==> src/rtl/riscv_pkg.sv <==
// Shared RV32 definitions for the fetch front end: opcode constants, the
// fetch entry record and the fetch FSM state encoding.
package riscv_pkg;

    localparam int XLEN = 32;

    localparam logic [6:0] OP_LOAD   = 7'b0000011;
    localparam logic [6:0] OP_STORE  = 7'b0100011;
    localparam logic [6:0] OP_RTYPE  = 7'b0110011;
    localparam logic [6:0] OP_BRANCH = 7'b1100011;
    localparam logic [6:0] OP_ITYPE  = 7'b0010011;
    localparam logic [6:0] OP_JAL    = 7'b1101111;
    localparam logic [6:0] OP_LUI    = 7'b0110111;

    typedef struct packed {
        logic [XLEN-1:0] pc;
        logic [XLEN-1:0] instr;
    } fetch_entry_t;

    typedef enum logic {
        FETCH_BOOT = 1'b0,
        FETCH_RUN  = 1'b1
    } fetch_state_t;

    function automatic logic opcode_known(input logic [6:0] opcode);
        case (opcode)
            OP_LOAD, OP_STORE, OP_RTYPE, OP_BRANCH,
            OP_ITYPE, OP_JAL, OP_LUI: return 1'b1;
            default:                  return 1'b0;
        endcase
    endfunction

endpackage

==> src/rtl/ifetch_unit_if.sv <==
// Fetch-unit bus: imem req/gnt/rvalid side plus the decode-facing instruction
// stream. instr_illegal_o exists only when IFETCH_OPCHECK_EN is defined.
interface ifetch_unit_if;

    // imem: a request is accepted on a cycle with req && gnt; responses come back
    // in order, one rvalid per grant, at least one cycle later. Decode: an
    // instruction transfers on a cycle with instr_valid_o && instr_ready_i.
    logic        imem_req_o;
    logic [31:0] imem_addr_o;
    logic        imem_gnt_i;
    logic        imem_rvalid_i;
    logic [31:0] imem_rdata_i;
    logic        redirect_i;
    logic [31:0] redirect_pc_i;
    logic        instr_valid_o;
    logic [31:0] instr_o;
    logic [31:0] instr_pc_o;
    logic        instr_ready_i;
`ifdef IFETCH_OPCHECK_EN
    logic        instr_illegal_o;
`endif

    modport master (
        output imem_req_o, imem_addr_o, instr_valid_o, instr_o, instr_pc_o,
`ifdef IFETCH_OPCHECK_EN
        output instr_illegal_o,
`endif
        input  imem_gnt_i, imem_rvalid_i, imem_rdata_i, redirect_i, redirect_pc_i,
        input  instr_ready_i
    );

    modport slave (
        input  imem_req_o, imem_addr_o, instr_valid_o, instr_o, instr_pc_o,
`ifdef IFETCH_OPCHECK_EN
        input  instr_illegal_o,
`endif
        output imem_gnt_i, imem_rvalid_i, imem_rdata_i, redirect_i, redirect_pc_i,
        output instr_ready_i
    );

endinterface

==> src/rtl/ifetch_fifo.sv <==
// Synchronous FIFO of fetch entries with flush; flush wins over push/pop.
// Used both as the instruction buffer and as the in-order PC tag queue.
module ifetch_fifo
    import riscv_pkg::*;
#(
    parameter int DEPTH = 2
) (
    input  logic                     clk,
    input  logic                     reset,
    input  logic                     push,
    input  fetch_entry_t             din,
    input  logic                     pop,
    input  logic                     flush,
    output fetch_entry_t             dout,
    output logic [$clog2(DEPTH):0]   count,
    output logic                     full,
    output logic                     empty
);

    localparam int AW = $clog2(DEPTH);
    localparam int CW = AW + 1;

    fetch_entry_t  mem [DEPTH];
    logic [AW-1:0] rd_ptr;
    logic [AW-1:0] wr_ptr;
    logic          do_push;
    logic          do_pop;

    assign full    = (count == CW'(DEPTH));
    assign empty   = (count == '0);
    assign do_push = push && !full;
    assign do_pop  = pop && !empty;
    assign dout    = mem[rd_ptr];

    always_ff @(posedge clk or posedge reset) begin
        if (reset) begin
            rd_ptr <= '0;
            wr_ptr <= '0;
            count  <= '0;
            for (int i = 0; i < DEPTH; i++) mem[i] <= '0;
        end else if (flush) begin
            rd_ptr <= '0;
            wr_ptr <= '0;
            count  <= '0;
        end else begin
            if (do_push) begin
                mem[wr_ptr] <= din;
                wr_ptr      <= wr_ptr + 1'b1;
            end
            if (do_pop) rd_ptr <= rd_ptr + 1'b1;
            count <= count + CW'(do_push) - CW'(do_pop);
        end
    end

endmodule

==> src/rtl/ifetch_unit.sv <==
// Instruction fetch front end: sequential PC generation, credit-limited imem
// requests, tagged response buffering and redirect flush. Optional opcode
// legality output is enabled with IFETCH_OPCHECK_EN.
module ifetch_unit
    import riscv_pkg::*;
#(
    parameter logic [31:0] RESET_PC   = 32'h0000_0000,
    parameter int          FIFO_DEPTH = 2
) (
    input  logic          clk,
    input  logic          reset,
    ifetch_unit_if.master bus,
    output fetch_state_t  dbg_state
);

    localparam int CW  = $clog2(FIFO_DEPTH) + 1;
    localparam int CW1 = CW + 1;
    localparam int OW  = 8;
    localparam logic [CW:0] DEPTH_C = CW1'(FIFO_DEPTH);

    fetch_state_t  state;
    logic [31:0]   fetch_pc;
    logic [OW-1:0] outstanding;
    logic [OW-1:0] discard;
    logic [OW-1:0] outstanding_nxt;

    fetch_entry_t  head;
    fetch_entry_t  tag_head;
    fetch_entry_t  instr_din;
    fetch_entry_t  tag_din;
    logic [CW-1:0] fifo_count;
    logic [CW-1:0] tag_count;
    logic          fifo_full;
    logic          fifo_empty;
    logic          tag_full;
    logic          tag_empty;

    logic          credit_ok;
    logic          grant;
    logic          resp_keep;
    logic          resp_drop;
    logic          pop;

    // tag_count tracks live (non-discarded) in-flight requests, so buffered plus
    // live never exceeds the buffer depth and the buffer cannot overflow.
    assign credit_ok = (({1'b0, fifo_count} + {1'b0, tag_count}) < DEPTH_C)
                       && (outstanding != '1);

    assign bus.imem_req_o  = (state == FETCH_RUN) && credit_ok;
    assign bus.imem_addr_o = fetch_pc;

    assign grant     = bus.imem_req_o && bus.imem_gnt_i;
    assign resp_drop = bus.imem_rvalid_i && (discard != '0);
    assign resp_keep = bus.imem_rvalid_i && (discard == '0);
    assign pop       = !fifo_empty && bus.instr_ready_i;

    assign outstanding_nxt = outstanding + OW'(grant) - OW'(bus.imem_rvalid_i);

    assign tag_din   = '{pc: fetch_pc, instr: '0};
    assign instr_din = '{pc: tag_head.pc, instr: bus.imem_rdata_i};

    assign dbg_state = state;

    always_ff @(posedge clk or posedge reset) begin
        if (reset) begin
            state       <= FETCH_BOOT;
            fetch_pc    <= RESET_PC;
            outstanding <= '0;
            discard     <= '0;
        end else begin
            if (state == FETCH_BOOT) state <= FETCH_RUN;
            outstanding <= outstanding_nxt;
            if (bus.redirect_i) begin
                // Everything still in flight after this cycle, including a grant
                // taken on this very cycle, belongs to the old path.
                fetch_pc <= bus.redirect_pc_i & 32'hFFFF_FFFC;
                discard  <= outstanding_nxt;
            end else begin
                if (grant)     fetch_pc <= fetch_pc + 32'd4;
                if (resp_drop) discard  <= discard - OW'(1);
            end
        end
    end

    ifetch_fifo #(.DEPTH(FIFO_DEPTH)) u_tag_q (
        .clk   (clk),
        .reset (reset),
        .push  (grant && !bus.redirect_i),
        .din   (tag_din),
        .pop   (resp_keep),
        .flush (bus.redirect_i),
        .dout  (tag_head),
        .count (tag_count),
        .full  (tag_full),
        .empty (tag_empty)
    );

    ifetch_fifo #(.DEPTH(FIFO_DEPTH)) u_instr_q (
        .clk   (clk),
        .reset (reset),
        .push  (resp_keep),
        .din   (instr_din),
        .pop   (pop),
        .flush (bus.redirect_i),
        .dout  (head),
        .count (fifo_count),
        .full  (fifo_full),
        .empty (fifo_empty)
    );

    assign bus.instr_valid_o = !fifo_empty;
    assign bus.instr_o       = head.instr;
    assign bus.instr_pc_o    = head.pc;

`ifdef IFETCH_OPCHECK_EN
    assign bus.instr_illegal_o = !((head.instr[1:0] == 2'b11) && opcode_known(head.instr[6:0]));
`endif

`ifndef SYNTHESIS
    a_rvalid_has_request: assert property (@(posedge clk) disable iff (reset)
        bus.imem_rvalid_i |-> (outstanding != '0));
    a_keep_has_room: assert property (@(posedge clk) disable iff (reset)
        resp_keep |-> (!tag_empty && !fifo_full && (tag_head.instr == '0)));
    a_tag_has_room: assert property (@(posedge clk) disable iff (reset)
        (grant && !bus.redirect_i) |-> !tag_full);
`endif

endmodule

==> src/flat_wrapper.sv <==
// flat-port wrapper written by rule: the top's interface ports become plain ports
module ifetch_unit_flat import riscv_pkg::*;
#(
    parameter logic [31:0] RESET_PC   = 32'h0000_0000,
    parameter int          FIFO_DEPTH = 2
)
  (clk, reset, dbg_state, bus_imem_req_o, bus_imem_addr_o, bus_instr_valid_o, bus_instr_o, bus_instr_pc_o, bus_imem_gnt_i, bus_imem_rvalid_i, bus_imem_rdata_i, bus_redirect_i, bus_redirect_pc_i, bus_instr_ready_i);
  ifetch_unit_if bus_i ();
  input  logic clk;
  input  logic reset;
  output fetch_state_t dbg_state;
  output wire logic [$bits(bus_i.imem_req_o)-1:0] bus_imem_req_o;
  output wire logic [$bits(bus_i.imem_addr_o)-1:0] bus_imem_addr_o;
  output wire logic [$bits(bus_i.instr_valid_o)-1:0] bus_instr_valid_o;
  output wire logic [$bits(bus_i.instr_o)-1:0] bus_instr_o;
  output wire logic [$bits(bus_i.instr_pc_o)-1:0] bus_instr_pc_o;
  input wire logic [$bits(bus_i.imem_gnt_i)-1:0] bus_imem_gnt_i;
  input wire logic [$bits(bus_i.imem_rvalid_i)-1:0] bus_imem_rvalid_i;
  input wire logic [$bits(bus_i.imem_rdata_i)-1:0] bus_imem_rdata_i;
  input wire logic [$bits(bus_i.redirect_i)-1:0] bus_redirect_i;
  input wire logic [$bits(bus_i.redirect_pc_i)-1:0] bus_redirect_pc_i;
  input wire logic [$bits(bus_i.instr_ready_i)-1:0] bus_instr_ready_i;
  assign bus_imem_req_o = bus_i.imem_req_o;
  assign bus_imem_addr_o = bus_i.imem_addr_o;
  assign bus_instr_valid_o = bus_i.instr_valid_o;
  assign bus_instr_o = bus_i.instr_o;
  assign bus_instr_pc_o = bus_i.instr_pc_o;
  assign bus_i.imem_gnt_i = bus_imem_gnt_i;
  assign bus_i.imem_rvalid_i = bus_imem_rvalid_i;
  assign bus_i.imem_rdata_i = bus_imem_rdata_i;
  assign bus_i.redirect_i = bus_redirect_i;
  assign bus_i.redirect_pc_i = bus_redirect_pc_i;
  assign bus_i.instr_ready_i = bus_instr_ready_i;
  ifetch_unit #(.RESET_PC(RESET_PC), .FIFO_DEPTH(FIFO_DEPTH)) u_core (.clk(clk), .reset(reset), .bus(bus_i), .dbg_state(dbg_state));
endmodule
==> config.mk <==
export PLATFORM = sky130hd
export DESIGN_NAME = ifetch_unit_flat
export DESIGN_NICKNAME = d
export VERILOG_FILES = /design/src/rtl/riscv_pkg.sv /design/src/rtl/ifetch_unit_if.sv /design/src/rtl/ifetch_fifo.sv /design/src/rtl/ifetch_unit.sv /design/src/flat_wrapper.sv
export SDC_FILE = /design/constraint.sdc
export NUM_CORES = 1
export LEC_CHECK = 0
export ABC_AREA = 0
export BUFFER_PORTS_ARGS = -buffer_cell sky130_fd_sc_hd__buf_2
export CORE_AREA = 2 2 166 135
export CTS_CLUSTER_DIAMETER = 40
export DETAILED_ROUTE_END_ITERATION = 12
export DIE_AREA = 0 0 168 137
export MAX_ROUTING_LAYER = met4
export PLACE_DENSITY = 0.76
export SLEW_MARGIN = 15
export SYNTH_ARGS = -nofsm -noshare
export SYNTH_HDL_FRONTEND = slang
export SYNTH_SLANG_ARGS = --single-unit
==> constraint.sdc <==
create_clock -name clk -period 18.7 [get_ports clk]
set_input_delay 3.74 -clock clk [delete_from_list [all_inputs] [get_ports clk]]
set_output_delay 3.74 -clock clk [all_outputs]
set_load 0.05 [all_outputs]
==> Word level (Yosys, flattened, before mapping) <==
Index checks and enable logic that the tools add are counted.
{ "word_totals": {"wordCells": 102, "input_bits": 70, "output_inout_bits": 99, "regBits": 313} }
{ "op_classes": {"n_bitwise": 5, "n_mux": 26, "add_sub_neg": 13, "n_eq_ne": 3, "n_reduce_logical": 30, "magnitude_cmp": 7} }
{ "op_table": {"columns": ["cell", "count"], "rows": [
  ["$mux W64", 8],
  ["$bwmux W128", 2],
  ["$demux W64 S1", 2],
  ["$mux W32", 2],
  ["$add A32 B3 Y32 const B", 1],
  ["$mux W8", 2],
  ["$logic_and A1 B1 Y1", 13],
  ["$reduce_bool A2 Y1", 6],
  ["$add A8 B1 Y8", 1],
  ["$ge A2 B2 Y1 const B", 4],
  ["$logic_not A8 Y1", 1],
  ["$mux W1", 8],
  ["$ne A8 B8 Y1 const B", 1],
  ["$not A1 Y2", 4],
  ["$reduce_bool A8 Y1", 1],
  ["$sub A8 B1 Y8", 1],
  ["$sub A8 B1 Y8 const B", 1],
  ["$logic_not A1 Y1", 5],
  ["$add A1 B1 Y1 const B", 4],
  ["$add A2 B1 Y2", 2],
  ["$eq A2 B2 Y1 const B", 2],
  ["$logic_not A2 Y1", 2],
  ["$lt A2 B1 Y1 const B", 2],
  ["$mux W2", 2],
  ["5 further kinds", 7]
]} }

==> Depth between registers and ports, before layout <==
{ "depth": {"word_depth": 10, "mapped_depth": 12} }

==> Hierarchy <==
A second synthesis with hierarchy kept.
{ "hier_totals": {"hier_cells": 1058, "area_unflattened_um2": 14428.8} }
{ "modules_own_cells": {"columns": ["module", "n_inst", "cells_each", "area_each_um2", "seq_area_each_um2"], "rows": [
  ["ifetch_fifo", 2, 366, 5746.8, 3303.2],
  ["ifetch_unit", 1, 326, 2935.3, 1176.1]
]} }

==> Least setup slack after synthesis <==
Ideal clock, no wire load.
{ "synth_path": {"path_type": "input port to flip-flop", "start": "input bus_imem_gnt_i", "end": "register u_core.discard[6]", "setup_slack_ns": 13.023, "t_arrival_ns": 5.549, "path_stages": 10, "required_time_ns": 18.572, "setup_time_ns": 0.128, "path_buffers": 0, "cell_sequence": "nand4bb_1 a21oi_2 ha_1 inv_1 fa_1 nor2b_1 o21ai_0 a21boi_0 o2111a_1 nor3_1"} }
{ "synth_via": {"elab_chain_cells": 4} }
{ "synth_rtl": {"columns": ["item", "line", "rtl"], "rows": [
  ["start, declared", "flat_wrapper.sv:17", "input wire logic [$bits(bus_i.imem_gnt_i)-1:0] bus_imem_gnt_i;"],
  ["$logic_and A1 B1 Y1", "ifetch_unit.sv:52", "assign grant = bus.imem_req_o && bus.imem_gnt_i;"],
  ["$add A8 B1 Y8", "ifetch_unit.sv:57", "assign outstanding_nxt = outstanding + OW'(grant) - OW'(bus.imem_rvalid_i);"],
  ["$sub A8 B1 Y8", "ifetch_unit.sv:57", null],
  ["$mux W8", "ifetch_unit.sv:73", "if (bus.redirect_i) begin"],
  ["end signal, assigned", "ifetch_unit.sv:77", "discard <= outstanding_nxt;"],
  ["end signal, assigned", "ifetch_unit.sv:80", "if (resp_drop) discard <= discard - OW'(1);"],
  ["end, declared", "ifetch_unit.sv:24", "logic [OW-1:0] discard;"]
]} }
No other way between the ends.
A chain may end at the register's enable or synchronous reset.

==> Worst setup path in the final report <==
{ "layout_path": {"start": "register u_core.u_instr_q.rd_ptr", "end": "output bus_instr_pc_o[5]"} }
{ "layout_via": {"elab_chain_cells": 4} }
{ "layout_rtl": {"columns": ["item", "line", "rtl"], "rows": [
  ["start, declared", "ifetch_fifo.sv:24", "logic [AW-1:0] rd_ptr;"],
  ["start signal, assigned", "ifetch_fifo.sv:50", "if (do_pop) rd_ptr <= rd_ptr + 1'b1;"],
  ["$not A1 Y2 (not written as such)", "ifetch_fifo.sv:33", "assign dout = mem[rd_ptr];"],
  ["$mux W64 (not written as such) (3 in a row)", "ifetch_fifo.sv:33", null],
  ["end, declared", "flat_wrapper.sv:16", "output wire logic [$bits(bus_i.instr_pc_o)-1:0] bus_instr_pc_o;"]
]} }
No other way between the ends. The select of a mux whose other input is x is not followed.

==> qor.log <==
INFO  worst_setup_path cp-start-kind=flop
INFO  run_status     status=complete, no violations
INFO  timing         worst_pin_slew=1.100ns
INFO  synth          yosysWarningCount=0
INFO  timing         finalSetupTns=0ns
INFO  final_layout   final_core_utilization=63.66%
INFO  placed_design  port-buffer-count=162
INFO  worst_setup_path critPathRequiredTime=14.96ns
INFO  worst_setup_path worst-r2r-setup-slack=14.80ns
INFO  worst_setup_path setup.worst_path.start=u_core.u_instr_q.rd_ptr
INFO  synth          synth_flop_cell=dfrtp_1
INFO  grt            overall_overflow_remaining_after_global_route=0
INFO  clocking       clock_tree.htree_level_count=1
INFO  final_layout   layout_commonest_cell=dfrtp_1
INFO  grt            grt_max_degree=97
INFO  timing         setup_viol_count_final=0
INFO  timing         fmax=165.6MHz
INFO  synth          netlist_area_before_placement=11550um^2
INFO  clocking       post_cts_buffers=0
INFO  detailed_routing route.detailed.vias_per_inst=5.457
INFO  die            core_region_area=21320um^2
INFO  clocking       cts_sinks=239
INFO  worst_setup_path critPathKind=flop to output pin
INFO  synth          synth_top_area_cell=dfrtp_1
INFO  timing         timing_max_transition_violations_final=0
INFO  final_layout   drive_above_1_share=50.05%
INFO  synth          synth-edff-count=0
INFO  synth          netlist_top_cells_area=dfrtp_1 52%, mux2_2 21%, mux2_4 7.8%
INFO  die            top_level_ports=169
INFO  synth          synth_cell_type_count=57
INFO  worst_hold_path hold_path_class=flop to flop
INFO  synth          ys_seq_area_share=51.78%
INFO  grt            all_layer_gr_usage=21.55%
INFO  detailed_routing postRouteAntennaNets=0
INFO  worst_setup_path crit_path_end_kind=output pin
INFO  synth          syn_avg_cell_area=13.49um^2
INFO  pwr            power=1.837mW
INFO  clocking       cts-resized-gates=0
INFO  placed_design  place_hpwl=15510um
INFO  timing         finalCriticalPeriod=6.038ns
INFO  placed_design  globalplace.congestion=0.8282
INFO  final_layout   finalNetCount=1108
INFO  worst_setup_path critical_path.max_fanout=62
INFO  pwr            p_per_cell_area=135.4nW/um^2
INFO  synth          fraction_of_synthesis_flops_using_an_asynchronous_set_or_reset_pin=100.0%
INFO  final_layout   mostFrequentLayoutCells=238 x dfrtp_1, 219 x mux2_2, 162 x buf_2
INFO  die            floorplan.initialDensity=54.17%
INFO  grt            antenna_found_initial=1
INFO  pwr            p_leak=6.862nW
INFO  pwr            irDropWorstVdd=0.00009686V
INFO  detailed_routing vias=7203
INFO  run            maxCapViolations=0
INFO  clocking       number_of_buffers_on_the_longest_clock_path=3
INFO  worst_setup_path critical_path.endpoint=bus_instr_pc_o[5]
INFO  grt            grt_pass1_wl=38740um
INFO  worst_setup_path regToRegEndpoint=u_core.u_tag_q.mem[114]
INFO  synth          area_fraction_of_the_dominant_cell_type_after_synthesis=51.78%
INFO  clocking       cts-hold-fix-buffers=0
INFO  detailed_routing routed_wl=23430um
INFO  synth          synth_seq_cells=239
INFO  worst_setup_path r2r_start=u_core.u_instr_q.count[0]
INFO  detailed_routing detail_route.iter0.violations=378
INFO  timing         finClkSkew=0.01191ns
INFO  timing         final.period_utilization=32.29%
INFO  detailed_routing dr.pass1.iters=4
INFO  die            die_h=137um
INFO  detailed_routing wl_per_cell=17.75um
INFO  die            die_area=23020um^2
INFO  grt            grt_pass1_vias=7245
INFO  clocking       cts-root-buf=clkbuf_16
INFO  timing         finalHoldViolCount=0
INFO  final_layout   area_delta_synth_final=17.51%
INFO  worst_setup_path cp.arrival=2.30ns
INFO  clocking       cts_tree=built
INFO  detailed_routing drc_errors=0
INFO  clocking       clkLatencyLatePin=0.53ns
INFO  die            die_x=168um
INFO  clocking       cts_buffers=30
INFO  die            rows=48
INFO  synth          syn_inst=856
INFO  clocking       path_clk_slew=0.06ns
INFO  timing         grt_setup_unrepaired=false
INFO  worst_setup_path reg2regPathDepth=8
INFO  timing         slew_headroom=26.29%
## final cells by class
class                           count  area (um^2)
Antenna cell                        2        5.005
Timing Repair Buffer              176        915.9
Clock buffer                       38        842.1
Sequential cell                   239         5982
Clock inverter                     18        191.4
Inverter                           22        90.09
Multi-Input combinational cell    550         5201
Fill cell                        1658         7749
Tap cell                          275        344.1
## cell usage after synthesis (16+ instances only)
cell	instances
mux2_4	60
xnor2_1	16
nand2_1	46
nand4_1	16
o21ai_0	33
dfrtp_1	239
nor2_1	16
mux2_2	219
inv_1	21
ha_1	17
xor2_1	27
clkbuf_1	22
## routing by layer
metal | vias up | track usage [%] | share of wire, %
li1 | 3373 | - | -
met2 | 178 | 31.84 | 45
met5 | - | - | 0
met4 | 0 | 5.024 | 1.6
met3 | 30 | 2.776 | 4.3
met1 | 3622 | 31.90 | 49
## how the worst min path moves through the flow
stage                                  startpoint  cells after the start                       to
after floorplan           u_core.u_tag_q.mem[121]                      1  u_core.u_tag_q.mem[121]
after global placement    u_core.u_tag_q.mem[121]                      1  u_core.u_tag_q.mem[121]
after detailed placement   u_core.u_tag_q.mem[40]                      1   u_core.u_tag_q.mem[40]
after CTS                  u_core.u_tag_q.mem[40]                      1   u_core.u_tag_q.mem[40]
after global routing       u_core.u_tag_q.mem[40]                      1   u_core.u_tag_q.mem[40]
final                      u_core.u_tag_q.mem[40]                      1   u_core.u_tag_q.mem[40]
## registers in the layout, indices dropped and copies added (netlist names)
signal / count
u_core.u_instr_q.mem: 124
u_core.u_tag_q.mem: 60
u_core.u_tag_q.wr_ptr: 1
u_core.bus.imem_addr_o: 30
u_core.u_tag_q.rd_ptr: 1
u_core.outstanding: 8
u_core.u_tag_q.count: 2
u_core.u_instr_q.rd_ptr: 1
u_core.discard: 8
u_core.u_instr_q.count: 2
u_core.u_instr_q.wr_ptr: 1
u_core.dbg_state: 1
## worst max-delay path, stage by stage (launching register included)
cell and delay (ns):
dfrtp_2 0.36, buf_4 0.69, mux2_2 0.44, buf_2 0.22
## power breakdown
part           internal (mW)  leakage, nW  switching, mW
Sequential             0.631         3.14         0.0786
Combinational          0.242         3.23          0.309
Clock                  0.351        0.487          0.225
Total                   1.22         6.86          0.613
## cells by family after synthesis
group           Yosys count  synth area share [%]
flops                   239                 51.78
mux                     283                 29.51
fa+ha+maj                19                 2.188
compound gates           57                 2.990
xor+xnor                 43                 3.261
simple gates            143                 6.749
buf+inv                  70                 3.456
other cells               2               0.06502
## stage by stage
step	hold WS [ns]	std cells	setup WS, ns	cell area, um^2
2_1_floorplan	0.4541	859	8.400	11560
3_3_place_gp	0.4752	1262	12.12	12530
3_5_place_dp	0.4873	1262	12.11	12530
4_1_cts	0.5014	1318	12.62	13570
5_1_grt	0.5063	1319	12.50	13570
6_report	0.5001	1320	12.66	13570
Note: power is estimated with default switching activity, not from simulation.
